[src/rtl/ramp_pkg.sv]
// Shared definitions for the ramp sequencer: step-size codes, the
// code-to-increment mapping, the FSM state encoding and the ramp ceiling.
package ramp_pkg;

    // Step-size codes carried on y_cfg / Y
    localparam logic [1:0] Y0    = 2'b00;
    localparam logic [1:0] Y1    = 2'b01;
    localparam logic [1:0] Y16   = 2'b10;
    localparam logic [1:0] Y1290 = 2'b11;

    // Largest level the 12-bit ramp accumulator can represent
    localparam logic [11:0] RAMP_MAX = 12'd4095;

    typedef enum logic [1:0] {
        ST_IDLE  = 2'd0,
        ST_CLEAR = 2'd1,
        ST_RUN   = 2'd2,
        ST_HOLD  = 2'd3
    } state_t;

    // Increment applied to the ramp for each delta pulse
    function automatic logic [10:0] delta_y(input logic [1:0] code);
        logic [10:0] dy;
        case (code)
            Y0:      dy = 11'd0;
            Y1:      dy = 11'd1;
            Y16:     dy = 11'd16;
            Y1290:   dy = 11'd1290;
            default: dy = 11'd0;
        endcase
        return dy;
    endfunction

endpackage

[src/rtl/ramp_period_timer.sv]
// Loadable down-counter that paces delta pulses. expire flags that the
// counter value taking effect at the coming edge is zero, i.e. the next
// cycle is a pulse slot; the counter then reloads on the following advance.
module ramp_period_timer #(
    parameter int PERIOD_W = 8
) (
    input  logic                clk,
    input  logic                rst_n,
    input  logic                load,
    input  logic                run,
    input  logic [PERIOD_W-1:0] reload,
    output logic                expire
);

    logic [PERIOD_W-1:0] cnt;
    logic [PERIOD_W-1:0] next_cnt;

    // Next counter value: load wins, otherwise count down with auto-reload
    always_comb begin
        next_cnt = cnt;
        if (load) begin
            next_cnt = reload;
        end else if (run) begin
            if (cnt == {PERIOD_W{1'b0}}) begin
                next_cnt = reload;
            end else begin
                next_cnt = cnt - {{(PERIOD_W-1){1'b0}}, 1'b1};
            end
        end else begin
            next_cnt = cnt;
        end
    end

    // Pulse slot indication for the cycle after the coming edge
    always_comb begin
        if (load || run) begin
            expire = (next_cnt == {PERIOD_W{1'b0}});
        end else begin
            expire = 1'b0;
        end
    end

    // Counter register
    always_ff @(posedge clk or negedge rst_n) begin
        if (!rst_n) begin
            cnt <= {PERIOD_W{1'b0}};
        end else begin
            cnt <= next_cnt;
        end
    end

endmodule

[src/rtl/ramp_sequencer.sv]
// Sequencer for the 12-bit ramp generator: clears the ramp, issues delta
// pulses every period clocks for num_steps steps, then holds the level.
// Optional feature macro RAMP_SEQ_SAT_GUARD_EN: when defined, the step
// count is capped so the ramp never wraps past 4095; when undefined the
// ramp and exp_val wrap modulo 4096.
module ramp_sequencer
    import ramp_pkg::*;
#(
    parameter int PERIOD_W = 8
) (
    input  logic                clk,
    input  logic                rst_n,
    input  logic                start,
    input  logic                stop,
    input  logic [1:0]          y_cfg,
    input  logic [PERIOD_W-1:0] period,
    input  logic [11:0]         num_steps,
    output logic                ramp_enb,
    output logic                delta,
    output logic [1:0]          Y,
    output logic [11:0]         exp_val,
    output logic                busy,
    output logic                done
);

    state_t              state;
    logic [PERIOD_W-1:0] period_r;
    logic [11:0]         num_steps_r;
    logic [11:0]         step_cnt;

    logic [11:0]         dy12;
    logic [11:0]         exp_next;
    logic [11:0]         limit;
    logic [PERIOD_W-1:0] reload;
    logic                at_limit;
    logic                guard_block;
    logic                timer_load;
    logic                timer_run;
    logic                timer_expire;
    logic                pulse;
    logic                guard_stop;

    // Increment for the latched code and the wrapped next level
    always_comb begin
        dy12     = {1'b0, delta_y(Y)};
        exp_next = exp_val + dy12;
    end

    // Effective step limit and the would-exceed-ceiling check
    always_comb begin
        limit       = num_steps_r;
        guard_block = 1'b0;
`ifdef RAMP_SEQ_SAT_GUARD_EN
        // floor(4095/deltaY) for each non-zero code, written out as constants
        case (Y)
            Y1:      limit = num_steps_r;
            Y16:     limit = (num_steps_r > 12'd255) ? 12'd255 : num_steps_r;
            Y1290:   limit = (num_steps_r > 12'd3)   ? 12'd3   : num_steps_r;
            default: limit = num_steps_r;
        endcase
        guard_block = (({1'b0, exp_val} + {2'b00, delta_y(Y)}) > {1'b0, RAMP_MAX});
`else
        limit       = num_steps_r;
        guard_block = 1'b0;
`endif
    end

    // Timer control: period 0 behaves as 1, so the reload value saturates at 0
    always_comb begin
        if (period_r == {PERIOD_W{1'b0}}) begin
            reload = {PERIOD_W{1'b0}};
        end else begin
            reload = period_r - {{(PERIOD_W-1){1'b0}}, 1'b1};
        end
        at_limit   = (step_cnt == limit);
        timer_load = (state == ST_CLEAR) && !stop && !at_limit;
        timer_run  = (state == ST_RUN)   && !stop && !at_limit;
        pulse      = timer_expire && !guard_block;
        guard_stop = timer_expire && guard_block;
    end

    ramp_period_timer #(
        .PERIOD_W (PERIOD_W)
    ) u_timer (
        .clk    (clk),
        .rst_n  (rst_n),
        .load   (timer_load),
        .run    (timer_run),
        .reload (reload),
        .expire (timer_expire)
    );

    // Sequencer FSM with registered outputs, latches, step counter and level
    always_ff @(posedge clk or negedge rst_n) begin
        if (!rst_n) begin
            state       <= ST_IDLE;
            Y           <= 2'b00;
            period_r    <= {PERIOD_W{1'b0}};
            num_steps_r <= 12'd0;
            step_cnt    <= 12'd0;
            exp_val     <= 12'd0;
            delta       <= 1'b0;
            ramp_enb    <= 1'b0;
            busy        <= 1'b0;
            done        <= 1'b0;
        end else if (stop && (state != ST_IDLE)) begin
            state    <= ST_IDLE;
            delta    <= 1'b0;
            ramp_enb <= 1'b0;
            busy     <= 1'b0;
            done     <= 1'b0;
        end else begin
            delta <= 1'b0;
            case (state)
                ST_IDLE, ST_HOLD: begin
                    if (start && !stop) begin
                        Y           <= y_cfg;
                        period_r    <= period;
                        num_steps_r <= num_steps;
                        exp_val     <= 12'd0;
                        step_cnt    <= 12'd0;
                        state       <= ST_CLEAR;
                        ramp_enb    <= 1'b0;
                        busy        <= 1'b1;
                        done        <= 1'b0;
                    end else begin
                        // Stay put; HOLD keeps the ramp enabled and flags done
                        ramp_enb <= (state == ST_HOLD);
                        busy     <= 1'b0;
                        done     <= (state == ST_HOLD);
                    end
                end
                ST_CLEAR, ST_RUN: begin
                    if (at_limit || guard_stop) begin
                        state    <= ST_HOLD;
                        ramp_enb <= 1'b1;
                        busy     <= 1'b0;
                        done     <= 1'b1;
                    end else begin
                        state    <= ST_RUN;
                        ramp_enb <= 1'b1;
                        busy     <= 1'b1;
                        done     <= 1'b0;
                        if (pulse) begin
                            delta    <= 1'b1;
                            exp_val  <= exp_next;
                            step_cnt <= step_cnt + 12'd1;
                        end else begin
                            delta <= 1'b0;
                        end
                    end
                end
                default: begin
                    state    <= ST_IDLE;
                    ramp_enb <= 1'b0;
                    busy     <= 1'b0;
                    done     <= 1'b0;
                end
            endcase
        end
    end

endmodule

[config.mk]
export PLATFORM = sky130hd
export DESIGN_NAME = ramp_sequencer
export DESIGN_NICKNAME = d
export VERILOG_FILES = /design/src/rtl/ramp_pkg.sv /design/src/rtl/ramp_period_timer.sv /design/src/rtl/ramp_sequencer.sv
export SDC_FILE = /design/constraint.sdc
export NUM_CORES = 1
export LEC_CHECK = 0
export CAP_MARGIN = 40
export CORE_MARGIN = 2
export CORE_UTILIZATION = 40
export DETAILED_ROUTE_END_ITERATION = 16
export GPL_TIMING_DRIVEN = 0
export PLACE_DENSITY = 0.7
export SYNTH_ARGS = -nofsm -noshare
export SYNTH_HDL_FRONTEND = slang
export SYNTH_SLANG_ARGS = --single-unit
export TNS_END_PERCENT = 30
[constraint.sdc]
create_clock -name clk -period 3.2 [get_ports clk]
set_input_delay 0.64 -clock clk [delete_from_list [all_inputs] [get_ports clk]]
set_output_delay 0.64 -clock clk [all_outputs]
set_load 0.01 [all_outputs]
* Yosys cells after proc, flatten, opt, wreduce, memory -nomap -nowiden
Cells that the tools add are included.
Cells by class: eq/ne operators 11, reductions and logical operators 19, add/sub/neg operators 4, muxes and demuxes 31, bitwise logic cells 1
Operators by type and width (count):
- $mux W12 | 5
- $pmux W12 S2 | 2
- $pmux W11 S4 | 1
- $mux W8 | 4
- $logic_not A8 Y1 | 3
- $sub A8 B1 Y8 const B | 2
- $mux W1 | 13
- $add A12 B1 Y12 const B | 1
- $add A12 B11 Y12 | 1
- $eq A12 B12 Y1 | 1
- $eq A2 B2 Y1 const B | 4
- $logic_and A1 B1 Y1 | 6
- $ne A2 B2 Y1 const B | 3
- $pmux W1 S2 | 3
- $eq A2 B1 Y1 const B | 2
- $logic_not A2 Y1 | 2
- $mux W2 | 2
- $pmux W2 S2 | 1
- $reduce_and A4 Y1 | 1
- $reduce_or A2 Y1 | 2
- $ne A3 B3 Y1 const B | 1
- $reduce_and A3 Y1 | 1
- $logic_not A1 Y1 | 2
- $reduce_bool A2 Y1 | 1
- other kinds (2) | 2
Word-level totals: input bits 26, output and inout bits 18, word-level logic and storage cells 77, register bits after elaboration 60

* Logic depth before layout (Yosys ltp)
word-level depth 11, depth in mapped cells 13, mapped depth without buffers 10

* Modules after synthesis
From an unflattened synthesis, not the netlist that was laid out.
Second synthesis, totals: cells, all modules 416, area, all modules 3642.2 µm²
Modules (own cells, without submodules):
- ramp_sequencer | area an instance 2921.6 µm², cells each 335, seq. area each 1301.2 µm², instances 1
- ramp_period_timer | area an instance 720.7 µm², cells each 81, seq. area each 200.2 µm², instances 1

* Worst setup path after synthesis
No wires, ideal clock.
path type reg-to-reg, start point register u_timer.cnt[2], end point register exp_val[11], clock period less this slack 3.410 ns, arrival 3.273 ns, buffers on the path 3, setup time 0.136 ns, cell stages (with the launch flop) 12, slack -0.210 ns, data required time 3.064 ns, cell sequence dfrtp_1 > buf_6 > or4_4 > nor4_1 > mux2_1 > a32o_1 > a221o_1 > or4_4 > buf_2 > buf_1 > o31ai_1 > a21oi_1
On the way: longest elaborated chain between the ends 8, elaborated cells on any way between the ends 9, those cells by class add/sub (1); eq/ne (1); mux (4); reduce/logical (3)
Ends and longest elaborated chain:
- start, declared | RTL line ramp_period_timer.sv:15 | logic [PERIOD_W-1:0] cnt;
- start signal, assigned | RTL line ramp_period_timer.sv:46 | cnt <= {PERIOD_W{1'b0}};
- start signal, assigned | RTL line ramp_period_timer.sv:48 | cnt <= next_cnt;
- $sub A8 B1 Y8 / $logic_not A8 Y1 (equally long branches) | RTL line ramp_period_timer.sv:27, ramp_period_timer.sv:24
- $mux W8 (*) | RTL line ramp_period_timer.sv:24 | if (cnt == {PERIOD_W{1'b0}}) begin
- $mux W8 (*) | RTL line ramp_period_timer.sv:23 | end else if (run) begin
- $mux W8 (*) | RTL line ramp_period_timer.sv:21 | if (load) begin
- via u_timer.next_cnt[7] | RTL line ramp_period_timer.sv:16 | logic [PERIOD_W-1:0] next_cnt;
- $logic_not A8 Y1 (*) | RTL line ramp_period_timer.sv:37 | expire = (next_cnt == {PERIOD_W{1'b0}});
- $mux W1 (*) | RTL line ramp_period_timer.sv:36 | if (load || run) begin
- $ne A2 B2 Y1 (no line) (*)
- $reduce_and A4 Y1 (no line) (*)
- end signal, assigned | RTL line ramp_sequencer.sv:146 | exp_val <= exp_next;
- end, declared | RTL line ramp_sequencer.sv:21 | output logic [11:0] exp_val,
Mark *: on every way through the listed nets, which the timed path passes. The rest lies on a longest branch. A chain may end at the register's enable or synchronous reset.

* Final worst setup path
start point register u_timer.cnt[3], end point register step_cnt[5]
On the way: longest elaborated chain between the ends 8, elaborated cells on any way between the ends 9, those cells by class add/sub (1); eq/ne (1); mux (4); reduce/logical (3)
Ends and longest elaborated chain:
- $sub A8 B1 Y8 / $logic_not A8 Y1 (equally long branches) | RTL line ramp_period_timer.sv:27, ramp_period_timer.sv:24
- $mux W8 (*) | RTL line ramp_period_timer.sv:24
- $mux W8 (*) | RTL line ramp_period_timer.sv:23
- $mux W8 (*) | RTL line ramp_period_timer.sv:21
- via u_timer.next_cnt[7] | RTL line ramp_period_timer.sv:16
- $logic_not A8 Y1 (*) | RTL line ramp_period_timer.sv:37
- $mux W1 (*) | RTL line ramp_period_timer.sv:36
- $ne A2 B2 Y1 (no line) (*)
- $reduce_and A4 Y1 (no line) (*)
- end signal, assigned | RTL line ramp_sequencer.sv:147 | step_cnt <= step_cnt + 12'd1;
- end, declared | RTL line ramp_sequencer.sv:29 | logic [11:0] step_cnt;
Marked as above.

==> impl_metrics.py <==
metrics = {
    "yosys": {
        "yosysWarnings": 0,
        "synthFlopType": "dfrtp_1",
        "synth.most_common_cell": "nand2_1",
        "netlist_instances": 390,
        "postSynthAreaPerCell_um2": 9.01,
        "async_flop_share": 1.00,
        "yosys.cell_types.count": 53,
        "ys_seq_elements": 60,
        "synthTopCellsByCount": "nand2_1, dfrtp_1, a21oi_1",
        "synth_top_area_frac": 0.427,
        "syn_nets": 432,
        "synth-edff-count": 0,
        "ys_seq_area_frac": 0.427,
        "synth_area_leader_cell": "dfrtp_1",
        "synth_area_leaders": "dfrtp_1, nand2_1, ha_1, xor2_1, a21oi_1",
        "syn-cell-area_um2": 3510,
    },
    "grt": {
        "grtUsageTotal": 0.203,
        "antenna_found_initial": 0,
        "gr-total-overflow": 0,
        "first_global_vias": 3272,
        "grt_pass1_wl_mm": 15.8,
        "grt_max_degree": 35,
    },
    "floorplanning": {
        "start_util": 0.407,
        "core_um2": 8640,
        "dieWidth_um": 97.7,
        "io_pins": 44,
        "die_h_um": 97.7,
        "core.rowCount": 34,
        "dieArea_um2": 9550,
    },
    "worst_setup_path": {
        "rrSetupSlack_ns": -0.21,
        "startpoint_type": "register",
        "cp_max_fo": 10,
        "ff2ff_path_depth": 9,
        "cp-end-kind": "register",
        "r2r-start": "u_timer.cnt[3]",
        "critPathKind": "register to register",
        "r2r-end": "step_cnt[5]",
        "cp.arrival_ns": 3.68,
        "critical_path_required_ns": 3.47,
    },
    "sta": {
        "worstMarginPinSlew_ns": 0.643,
        "finClkSkew_ns": 0.00887,
        "hold_viol_final": 0,
        "totalNegativeSetupSlack_ns": -2.42,
        "rsz0062_at_grt": "yes",
        "fin_ws_ns": -0.208,
        "setup_viol_count_final": 21,
        "slew_headroom": 0.571,
        "period_minus_slack_ns": 3.41,
        "final_max_slew_viol_count": 0,
        "fin_crit_sh": 1.07,
        "max_freq_mhz": 293,
    },
    "route": {
        "routed_wl_mm": 9.25,
        "drc": 0,
        "dr.first_iter.drc_count": 185,
        "viasPerCell": 5.66,
        "antenna_left": 0,
        "wl_per_cell_um": 16.4,
        "firstDrtPassIters": 5,
        "vias": 3187,
    },
    "placement": {
        "io_buffers": 43,
        "dp.cells": 543,
        "hpwl_mm": 6.54,
        "placed_cell_area_um2": 4110,
        "pre_cts_ws_ns": -0.546,
        "routabilityCongestion": 0.893,
    },
    "flow_run": {
        "drv_cap": 0,
    },
    "power": {
        "pwr-share-seq": 0.328,
        "vdd_drop_max_uv": 305,
        "power.switching_uw": 1470,
        "p_sw_frac": 0.404,
        "pwr-share-clk": 0.239,
        "power.density_nw_per_um2": 813,
        "power_leakage_uw": 0.00199,
        "combPwrFrac": 0.433,
        "p_int_uw": 2180,
    },
    "layout": {
        "drive_above_1_share": 0.116,
        "area_growth_pct": 27.9,
        "diodes": 0,
        "layout.nets": 492,
        "final_cells": 563,
        "design_area_um2": 4500,
    },
    "clocking": {
        "cts_buffers": 9,
        "clkTransAtPathRegs_ns": 0.07,
        "cts_root_buffer": "clkbuf_8",
        "ctsHoldBuffers": 0,
        "clockBufferDepth": 2,
        "clk_latency_ns": 0.34,
        "cts_tree": "yes",
        "htreeDepth": 3,
        "numClockSinks": 60,
    },
    "hold_path": {
        "min-delay-path-class": "primary input to asynchronous set/reset pin",
    },
    "status": {
        "outcome": "finished, violations left",
        "violations": "negative setup slack",
    },
}
## cell usage in the layout (no fill, tap or decap), types with 3 or more instances in the layout
master | netlist | routed
nand2_1 | 82 | 81
dfrtp_1 | 60 | 59
clkdlybuf4s50_1 | 0 | 42
a21oi_1 | 24 | 23
nor2_1 | 18 | 17
xor2_1 | 15 | 15
or4_1 | 15 | 15
ha_1 | 15 | 15
inv_1 | 13 | 13
clkbuf_8 | 0 | 11
nand3_1 | 10 | 10
clkbuf_1 | 10 | 10
a32o_1 | 9 | 9
o21ai_0 | 10 | 9
o31ai_1 | 14 | 8
a31oi_1 | 7 | 7
nor3_1 | 6 | 6
xnor2_1 | 6 | 6
nor2b_1 | 5 | 5
and2_1 | 5 | 5
o31ai_2 | 0 | 5
nor4_1 | 6 | 4
buf_6 | 2 | 4
nor3b_1 | 6 | 4
a21o_1 | 4 | 4
and3_1 | 4 | 4
buf_4 | 0 | 4
buf_2 | 3 | 3
nor4_2 | 2 | 3
o22ai_1 | 3 | 3
nand4_1 | 3 | 3
buf_1 | 3 | 3
bufinv_16 | 0 | 3
## worst max-delay path, cell delays in order, from the launching register on
cell     delay (ns)
dfrtp_2        0.42
or4_4          0.58
nor4_4         0.19
mux2_4         0.33
a32o_1         0.22
a221o_1        0.30
or4_4          0.51
buf_6          0.16
or4_1          0.48
a21oi_1        0.13
## power by group through the flow
stage | registers (uW) | clock network, uW | logic [uW]
2_1_floorplan | 1160 | 0 | 1030
3_3_place_gp | 1190 | 0 | 1390
3_5_place_dp | 1210 | 0 | 1440
4_1_cts | 1190 | 886 | 1530
5_1_grt | 1230 | 928 | 1780
6_report | 1200 | 872 | 1580
## timing repair
item / 4_1_cts / 5_1_grt
gates cloned: 0 / 0
gates resized for setup: 13 / 14
endpoints found under the hold margin: 0 / 0
pin swaps: 4 / 2
buffers inserted: 3 / 1
setup endpoints to repair: 25 / 25
## kinds of logic (layout without fill, tap and decap cells)
logic type / count (synthesis) / after routing / synth area share
AOI/OAI and AO/OA: 90 / 90 / 0.175
xor gates and xnor gates: 21 / 21 / 0.0523
adders and majority gates: 16 / 16 / 0.0591
buffers and inverters: 31 / 96 / 0.0384
DFF: 60 / 60 / 0.427
muxes: 2 / 2 / 0.00605
and+or+nand+nor: 170 / 170 / 0.242
## sequential cells by signal, summed over array words and instances (netlist names)
signal and cells:
ramp_enb 1, state 2, done 1, u_timer.cnt 8, exp_val 12, step_cnt 12, busy 1, delta 1
period_r 8, Y 2, limit 12
## layout make-up
class	instances	area (um2)
flip-flops and latches	60	1500
fillers	824	4140
repair buffers	49	479
inverters	13	48.8
well taps	108	135
plain buffers	18	101
clock buffers	12	155
clock inverters	4	95.1
multi-input cells	299	1980
## stage by stage
| stage | utilization | hold WS [ns] | total power, uW |
|---|---|---|---|
| final | 0.521 | 0.313 | 3650 |
| after global routing | 0.521 | 0.359 | 3940 |
| after CTS | 0.513 | 0.326 | 3610 |
| after detailed placement | 0.476 | 0.492 | 2640 |
| after global placement | 0.473 | 0.485 | 2580 |
| after floorplan | - | 0.344 | 2190 |
## per-layer routing
layer | routed length (um) | part of all wire | up-vias | global-route usage
met4 | 147 | 0.016 | 0 | 0.0823
li1 | - | - | 1542 | -
met3 | 440 | 0.048 | 12 | 0.0408
met5 | 0 | 0 | - | 0
met2 | 4580 | 0.49 | 92 | 0.328
met1 | 4090 | 0.44 | 1541 | 0.270
## worst max-delay path by stage
stage	startpoint	endpoint	slack [ns]	depth (start not counted)
2_1_floorplan	u_timer.cnt[3]	exp_val[6]	-0.10	9
3_3_place_gp	stop	exp_val[8]	-0.81	9
3_5_place_dp	stop	step_cnt[10]	-0.55	11
4_1_cts	u_timer.cnt[3]	exp_val[11]	-0.17	9
5_1_grt	u_timer.cnt[0]	step_cnt[5]	-0.31	11
6_report	u_timer.cnt[3]	step_cnt[5]	-0.21	9
Note: power is estimated with default switching activity, not from simulation.
